**src/rtl/cam_ctrl_pkg.sv**
```systemverilog
`default_nettype none
// ============================================================================
// Module      : cam_ctrl_pkg
// Description : Shared constants and state encoding for the name-CAM
//               front-end controller (cam_lookup_ctrl / name_packer).
//               MAX_CHARS  - characters per name (CAM data width / 8)
//               LEN_W      - width of the length field sent to the CAM
//               ADDR_W     - width of the CAM address / result index
//               CHAR_W     - bits per character
//               LANE_W     - width of a byte-lane index into the CAM word
// Revision    : 1.0 - initial release
// ============================================================================
package cam_ctrl_pkg;

    localparam int MAX_CHARS = 8;
    localparam int LEN_W     = 4;
    localparam int ADDR_W    = 3;
    localparam int CHAR_W    = 8;
    localparam int DATA_W    = MAX_CHARS * CHAR_W;
    localparam int LANE_W    = $clog2(MAX_CHARS);

    typedef enum logic [1:0] {
        COLLECT = 2'd0,
        LOOKUP  = 2'd1,
        RESULT  = 2'd2
    } state_t;

endpackage : cam_ctrl_pkg
`default_nettype wire

```
**src/rtl/cam_lookup_ctrl_name_packer.sv**
```systemverilog
`default_nettype none
// ============================================================================
// Module      : name_packer
// Description : Packs characters into the CAM data word, one byte lane per
//               character (char k in bits [8k+7:8k]), tracks the stored
//               length and a sticky overflow flag for names that run past
//               MAX_CHARS characters.
//   clk      in   system clock
//   rst_n    in   synchronous active-low reset
//   wr_en    in   store char_in at the next free lane (or flag overflow)
//   clr      in   clear word, length and overflow
//   char_in  in   character to store
//   data     out  packed name, unused lanes zero
//   len      out  number of stored characters
//   ovf      out  a character was dropped because the word was full
// Revision    : 1.0 - initial release
// ============================================================================
module name_packer #(
    parameter int MAX_CHARS = 8,
    parameter int LEN_W     = 4
) (
    input  logic                                     clk,
    input  logic                                     rst_n,
    input  logic                                     wr_en,
    input  logic                                     clr,
    input  logic [cam_ctrl_pkg::CHAR_W-1:0]          char_in,
    output logic [MAX_CHARS*cam_ctrl_pkg::CHAR_W-1:0] data,
    output logic [LEN_W-1:0]                         len,
    output logic                                     ovf
);
    import cam_ctrl_pkg::*;

    logic [LEN_W-1:0] r_count;
    logic             r_ovf;
    logic             w_full;
    logic             w_accept;

    assign w_full   = (r_count == LEN_W'(MAX_CHARS));
    assign w_accept = wr_en & ~w_full;

    // Once full, further characters only set the sticky flag; the count
    // stays at MAX_CHARS so the CAM still sees the truncated word.
    always_ff @(posedge clk) begin
        if (!rst_n || clr) begin
            r_count <= '0;
            r_ovf   <= 1'b0;
        end else if (wr_en) begin
            if (w_full) begin
                r_ovf <= 1'b1;
            end else begin
                r_count <= r_count + LEN_W'(1);
            end
        end
    end

    for (genvar i = 0; i < MAX_CHARS; i++) begin : g_lane
        logic [CHAR_W-1:0] r_lane;

        always_ff @(posedge clk) begin
            if (!rst_n || clr) begin
                r_lane <= '0;
            end else if (w_accept && (r_count == LEN_W'(i))) begin
                r_lane <= char_in;
            end
        end

        assign data[i*CHAR_W +: CHAR_W] = r_lane;
    end

    assign len = r_count;
    assign ovf = r_ovf;

endmodule : name_packer
`default_nettype wire

```
**src/rtl/cam_lookup_ctrl.sv**
```systemverilog
`default_nettype none
// ============================================================================
// Module      : cam_lookup_ctrl
// Description : Front-end controller for the name CAM. Collects an ASCII
//               name over a valid/ready stream, presents the packed word to
//               the external combinational CAM, samples the hit/address one
//               cycle later and holds the result until the consumer takes it.
//   clk, rst_n                 clock, synchronous active-low reset
//   in_valid/in_ready/in_char/in_last   character stream (in_last = final char)
//   cam_data/cam_len           packed name and length to the CAM
//   cam_addr/cam_valid         CAM encoder output and hit flag
//   res_valid/res_ready        result handshake
//   res_hit/res_addr/res_overflow       lookup result
// Revision    : 1.0 - initial release
// ============================================================================
module cam_lookup_ctrl #(
    parameter int MAX_CHARS = 8,
    parameter int LEN_W     = 4,
    parameter int ADDR_W    = 3
) (
    input  logic                                     clk,
    input  logic                                     rst_n,
    input  logic                                     in_valid,
    output logic                                     in_ready,
    input  logic [cam_ctrl_pkg::CHAR_W-1:0]          in_char,
    input  logic                                     in_last,
    output logic [MAX_CHARS*cam_ctrl_pkg::CHAR_W-1:0] cam_data,
    output logic [LEN_W-1:0]                         cam_len,
    input  logic [ADDR_W-1:0]                        cam_addr,
    input  logic                                     cam_valid,
    output logic                                     res_valid,
    input  logic                                     res_ready,
    output logic                                     res_hit,
    output logic [ADDR_W-1:0]                        res_addr,
    output logic                                     res_overflow
);
    import cam_ctrl_pkg::*;

    state_t              r_state;
    logic                r_res_valid;
    logic                r_res_hit;
    logic [ADDR_W-1:0]   r_res_addr;
    logic                r_res_overflow;

    logic                w_ovf;
    logic                w_pack_wr;
    logic                w_pack_clr;
    logic                w_hit;

    // Held low during reset so no character is taken on the reset edge.
    assign in_ready   = rst_n && (r_state == COLLECT);
    assign w_pack_wr  = in_valid & in_ready;
    assign w_pack_clr = (r_state == RESULT) & res_ready;
    assign w_hit      = cam_valid & ~w_ovf;

    name_packer #(
        .MAX_CHARS (MAX_CHARS),
        .LEN_W     (LEN_W)
    ) u_name_packer (
        .clk     (clk),
        .rst_n   (rst_n),
        .wr_en   (w_pack_wr),
        .clr     (w_pack_clr),
        .char_in (in_char),
        .data    (cam_data),
        .len     (cam_len),
        .ovf     (w_ovf)
    );

    always_ff @(posedge clk) begin
        if (!rst_n) begin
            r_state        <= COLLECT;
            r_res_valid    <= 1'b0;
            r_res_hit      <= 1'b0;
            r_res_addr     <= '0;
            r_res_overflow <= 1'b0;
        end else begin
            case (r_state)
                COLLECT: begin
                    if (w_pack_wr && in_last) begin
                        r_state <= LOOKUP;
                    end
                end
                LOOKUP: begin
                    // The packed word has been stable for a full cycle, so the
                    // CAM's combinational answer is sampled here.
                    r_res_hit      <= w_hit;
                    r_res_addr     <= w_hit ? cam_addr : '0;
                    r_res_overflow <= w_ovf;
                    r_res_valid    <= 1'b1;
                    r_state        <= RESULT;
                end
                RESULT: begin
                    if (res_ready) begin
                        r_res_valid <= 1'b0;
                        r_state     <= COLLECT;
                    end
                end
                default: begin
                    r_state <= COLLECT;
                end
            endcase
        end
    end

    assign res_valid    = r_res_valid;
    assign res_hit      = r_res_hit;
    assign res_addr     = r_res_addr;
    assign res_overflow = r_res_overflow;

endmodule : cam_lookup_ctrl
`default_nettype wire

```
**config.mk**
```make
export PLATFORM = sky130hd
export DESIGN_NAME = cam_lookup_ctrl
export DESIGN_NICKNAME = d
export VERILOG_FILES = /design/src/rtl/cam_ctrl_pkg.sv /design/src/rtl/cam_lookup_ctrl_name_packer.sv /design/src/rtl/cam_lookup_ctrl.sv
export SDC_FILE = /design/constraint.sdc
export NUM_CORES = 1
export LEC_CHECK = 0
export ABC_AREA = 1
export CORE_ASPECT_RATIO = 1.2
export CORE_UTILIZATION = 25
export CTS_CLUSTER_SIZE = 12
export DETAILED_ROUTE_END_ITERATION = 6
export PLACE_DENSITY = 0.44
export SLEW_MARGIN = 20
export SYNTH_ARGS = -nofsm -noshare
export SYNTH_HDL_FRONTEND = slang
export SYNTH_HIERARCHICAL = 1
export SYNTH_SLANG_ARGS = --single-unit
```
**constraint.sdc**
```tcl
create_clock -name clk -period 3.08 [get_ports clk]
set_input_delay 0.308 -clock clk [delete_from_list [all_inputs] [get_ports clk]]
set_output_delay 0.308 -clock clk [all_outputs]
set_load 0.01 [all_outputs]
```
# Word level (Yosys, flattened, before mapping)
# Index checks and enable logic that the tools add are counted.
[classes]
n_bitwise = 6
mux = 6
n_reduce_logical = 19
n_addsub = 1
eq_ne = 12
[op_table]
columns = ["op", "count"]
rows = [
  ["equality test 4 x 3 -> 1 bit, second input constant", 4],
  ["logical AND 1 bit", 10],
  ["equality test 4 x 2 -> 1 bit, second input constant", 2],
  ["AND reduction 2 bit", 4],
  ["case mux 2 bit (3 select lines)", 1],
  ["adder 4 x 1 -> 4 bit, second input constant", 1],
  ["AND 1 bit", 4],
  ["equality test 4 x 1 -> 1 bit, second input constant", 1],
  ["equality test 4 bit, second input constant", 1],
  ["logical NOT 4 bit", 1],
  ["two-way mux 2 bit", 2],
  ["two-way mux 3 bit", 1],
  ["equality test 2 x 1 -> 1 bit, second input constant", 1],
  ["equality test 2 bit, second input constant", 1],
  ["logical NOT 2 bit", 1],
  ["inequality test 2 x 1 -> 1 bit, second input constant", 1],
  ["inequality test 2 bit, second input constant", 1],
  ["NOT 1 bit", 2],
  ["case mux 1 bit (2 select lines)", 1],
  ["nonzero test 2 bit", 1],
  ["logical NOT 1 bit", 1],
  ["logical OR 1 bit", 1],
  ["two-way mux 1 bit", 1],
]
[totals]
inputBits = 17
ff_bits = 77
word_cells = 59
output_inout_bits = 75

# Depth between registers and ports, before layout
[logic_depth]
word_depth = 6
mapped_depth = 10
ltp_nobuf = 8

# Cells and area by module
# The synthesis kept the hierarchy.
[modules_own_cells]
columns = ["mod", "cells_per_inst", "seq_area_each_um2", "area_per_inst_um2", "n_inst"]
rows = [
  ["name_packer", 319, 1381.3, 2685.1, 1],
  ["cam_lookup_ctrl", 49, 160.2, 347.8, 1],
]

# Worst setup path before layout
# Ideal clock, no wire load.
[synth_timing]
path_type = "register to register"
startpoint = "reg u_name_packer.r_count[0], in the netlist u_name_packer/len[0]"
endpoint = "reg u_name_packer.g_lane[1].r_lane[0]"
period_less_slack_ns = 1.524
t_required_ns = 2.967
setup_time_ns = 0.113
arrival_ns = 1.411
path_buffers = 1
stages_incl_launch_ff = 10
slack_ns = 1.556
cell_sequence = "dfxtp_1 > inv_1 > ha_1 > nand2_1 > nor2_4 > nor2_4 > buf_6 > nand3_1 > nand2_1 > nor2_1"
[synth_between]
elab_chain_cells = 4
word_cells_on_any_way = 5
cone_classes = "eq/ne: 2; bitwise: 2; reduce/logical: 1"
[synth_lines]
columns = ["item", "line_no", "rtl"]
rows = [
  ["start, declared", "cam_lookup_ctrl_name_packer.sv:33", "logic [LEN_W-1:0] r_count;"],
  ["start signal, assigned", "cam_lookup_ctrl_name_packer.sv:51", "r_count <= r_count + LEN_W'(1);"],
  ["equality test 4 bit", "cam_lookup_ctrl_name_packer.sv:38", "assign w_full = (r_count == LEN_W'(MAX_CHARS));"],
  ["NOT 1 bit (no source line)", "--", ""],
  ["AND 1 bit", "cam_lookup_ctrl_name_packer.sv:39", "assign w_accept = wr_en & ~w_full;"],
  ["logical AND 1 bit *", "cam_lookup_ctrl_name_packer.sv:62", "end else if (w_accept && (r_count == LEN_W'(i))) begin"],
  ["end signal, assigned", "cam_lookup_ctrl_name_packer.sv:63", "r_lane <= char_in;"],
  ["end, declared", "cam_lookup_ctrl_name_packer.sv:57", "logic [CHAR_W-1:0] r_lane;"],
]
# Every way passes the cells marked *; elsewhere a longest branch is shown, timed or not.
# A chain may end at the register's enable or synchronous reset.

# Final worst setup path
[layout_timing]
startpoint = "reg u_name_packer.r_count[2], in the netlist u_name_packer/len[2]"
endpoint = "out cam_len[2]"
[layout_lines]
columns = ["item", "line_no", "rtl"]
rows = [
  ["end, declared", "cam_lookup_ctrl.sv:28", "output logic [LEN_W-1:0] cam_len,"],
]
# No word-level cell between the ends.

==> out/metrics.cfg <==
[cts]
cts_max_level = 3
clk_latency_ps = 330
cts.repair.resized = 0
clk_path_buf_depth = 2
numCtsBuffers = 9
cts_tree = built
cts_root_buf = clkbuf_16
cts.sinks = 77
cts_setup_buffers = 0
postCtsHoldBufs = 0
path_clk_slew_ps = 60

[timing]
clock_skew_ps = 5.12
relSlewSlack_pct = 55.3
rsz0062_at_grt = false
timing.final.max_slew_violations = 0
timing.final.hold_violations = 0
setup_ws_ps = 1180
tightest_slew_ps = 669
period_minus_slack_ps = 1900
clock.fmax_mhz = 526
setup_viol_count_final = 0
finalCritPeriodShare_pct = 61.7
setup_tns_ps = 0

[layout]
multi_input_area_sq_um = 1210
n_fill_cell = 1220
fin_area_sq_um = 4390
register_area_sq_um = 1540
syn_to_final_growth_pct = 44.8
final_cell_mix = 91 x clkdlybuf4s50_1, 77 x dfxtp_1, 53 x a21oi_1, 51 x nor2_1, 44 x o21ai_0
diodes = 0
final_layout_size_suffix_gt1_share_pct = 9.33
mostFrequentLayoutCell = clkdlybuf4s50_1
nets = 477

[logic_synthesis]
netlist_area_sq_um = 3030
syn_nets = 389
yosys_warnings = 6
synthMuxAreaShare_pct = 0
synth_area_leaders = dfxtp_1 51%, a21oi_1 8.7%, o21ai_0 7.3%
syn_avg_cell_area_sq_um = 8.24
syn_inst = 368
async_reset_ff_share_pct = 0
synthAdderAreaFrac_pct = 1.65
synth_compound_area_share_pct = 17.9
synth-edff-count = 0
synth_cell_types = 27
synth_seq_area_share_pct = 50.8
synth_top_family_by_area = simple AND/OR/NAND/NOR gates
synthFlopType = dfxtp_1
synthSimpleGateAreaFrac_pct = 20.3
synth_top_area_share_pct = 50.8
yosysTopAreaCell = dfxtp_1
synth_seq_cells = 77
synth_xor_area_share_pct = 0

[detailed_routing]
post-route-drc-count = 0
drtIter0Drc = 124
wl_per_cell_um = 13.8
totalWireLength_um = 8510
routed-via-count = 2635
dr.pass1.iters = 4
ant_nets = 0
viasPerCell = 4.26

[pwr]
pwr-share-clk_pct = 49.5
combPwrFrac_pct = 8.2
sw_frac_of_total_pct = 21.3
switching_power_uw = 520
p_per_area_nw_per_um2 = 554
seqPwrFrac_pct = 42.3
max-vdd-ir-drop_uv = 208
internal_power_mw = 1.92
p_leak_nw = 1.64

[global_routing]
antenna_found_initial = 0
grt_pass1_vias = 2367
grt.overflow.total = 0
grt_use_met1_pct = 18.0
met3_usage_pct = 2.79
use_met2_pct = 21.9
grt_use_total_pct = 13.9
grt_max_degree = 37
grt_pass1_wl_um = 12800
grt.busiest_layer = met2

[critical_path]
path_depth = 1
crit_start = u_name_packer/len[2]
r2r-end = u_name_packer/g_lane[6].r_lane[3]
slowest_stage = clkdlybuf4s50_1
arrival_ps = 1590
worstPathCellList = clkdlybuf4s50_1
rr_worst_depth = 7
r2r_slack_ps = 1350
path_class = flip-flop to output port
startpoint_type = flip-flop
rr_startpoint = r_state[0]
crit_family = buffers and inverters
critPathMaxStageDelay_ps = 660
worstPathRequired_ps = 2770
path_buf_inv = 1
cp-end-kind = output port
path_max_fanout = 9

[floorplan]
die_height_um = 123
start_util_pct = 26.0
die_area_sq_um = 12600
die_w_um = 103
rows = 43
core_area_sq_um = 11700
io_pins = 92

[hold_path]
min_from = u_name_packer/g_lane[5].r_lane[3]
whs_endpoint = u_name_packer/g_lane[5].r_lane[3]
whs_path_depth = 2
hold_class = flip-flop to flip-flop

[job]
drv_cap = 0

[place]
dp_slack_ps = 952
dp_hpwl_um = 5850
gp_congestion = 0.726
portBuffers = 91
post_dp_cell_area_sq_um = 4050

[status]
status = finished clean

[Yosys cell counts, types with 7 or more instances]
cell type	count
dfxtp_1	77
a21oi_1	53
nor2_1	51
o21ai_0	44
inv_1	38
nand2_1	24
nand3_1	22
nor2_4	8
o21ai_1	8
buf_6	7
[sequential cells by signal (all words and copies together), names as in the netlist]
register	count
res_valid	1
res_hit	1
r_state	2
u_name_packer/ovf	1
u_name_packer/len	4
u_name_packer/g_lane.r_lane	64
res_overflow	1
res_addr	3
[power by group through the flow]
stage               Clock [mW]  Combinational, mW  Sequential (mW)
floorplan                    0             0.0990             1.06
global placement             0              0.199             1.05
detailed placement           0              0.201             1.05
CTS                       1.23              0.202             1.03
global route              1.28              0.218             1.03
finish                    1.21              0.199             1.03
[worst max-delay path by stage]
stage and endpoint:
2_1_floorplan u_name_packer/g_lane[1].r_lane[0], 3_3_place_gp u_name_packer/len[3], 3_5_place_dp u_name_packer/g_lane[6].r_lane[3], 4_1_cts cam_len[2]
5_1_grt cam_len[2], 6_report cam_len[2]
[per-layer routing]
layer / vias up / wire, um
met5: - / 0
met4: 0 / 148
met3: 10 / 352
met2: 65 / 4150
met1: 1179 / 3860
li1: 1381 / -
[through the flow]
stage | hold WS, ps | total power, mW | cells | util, %
4_1_cts | 445 | 2.47 | 618 | 37.6
5_1_grt | 459 | 2.53 | 618 | 37.6
3_5_place_dp | 437 | 1.25 | 602 | 34.7
6_report | 440 | 2.44 | 618 | 37.6
3_3_place_gp | 438 | 1.25 | 602 | 34.7
2_1_floorplan | 444 | 1.16 | 368 | -
[area by class of cell]
cell class | count | area share (%)
flip-flops and latches | 77 | 35.1
multi-input cells | 232 | 27.6
clock inverters | 4 | 2.16
well taps | 157 | 4.47
repair buffers | 93 | 21.4
inverters | 43 | 3.70
clock buffers | 12 | 5.61
[cells by family (layout without fill, tap and decap cells)]
| family | count (synthesis) | in the layout |
|---|---|---|
| AOI/OAI and AO/OA | 107 | 107 |
| adders and majority gates | 4 | 4 |
| buffers and inverters | 59 | 152 |
| DFF | 77 | 77 |
| and+or+nand+nor | 121 | 121 |
Power figures use the tool's default switching activity.
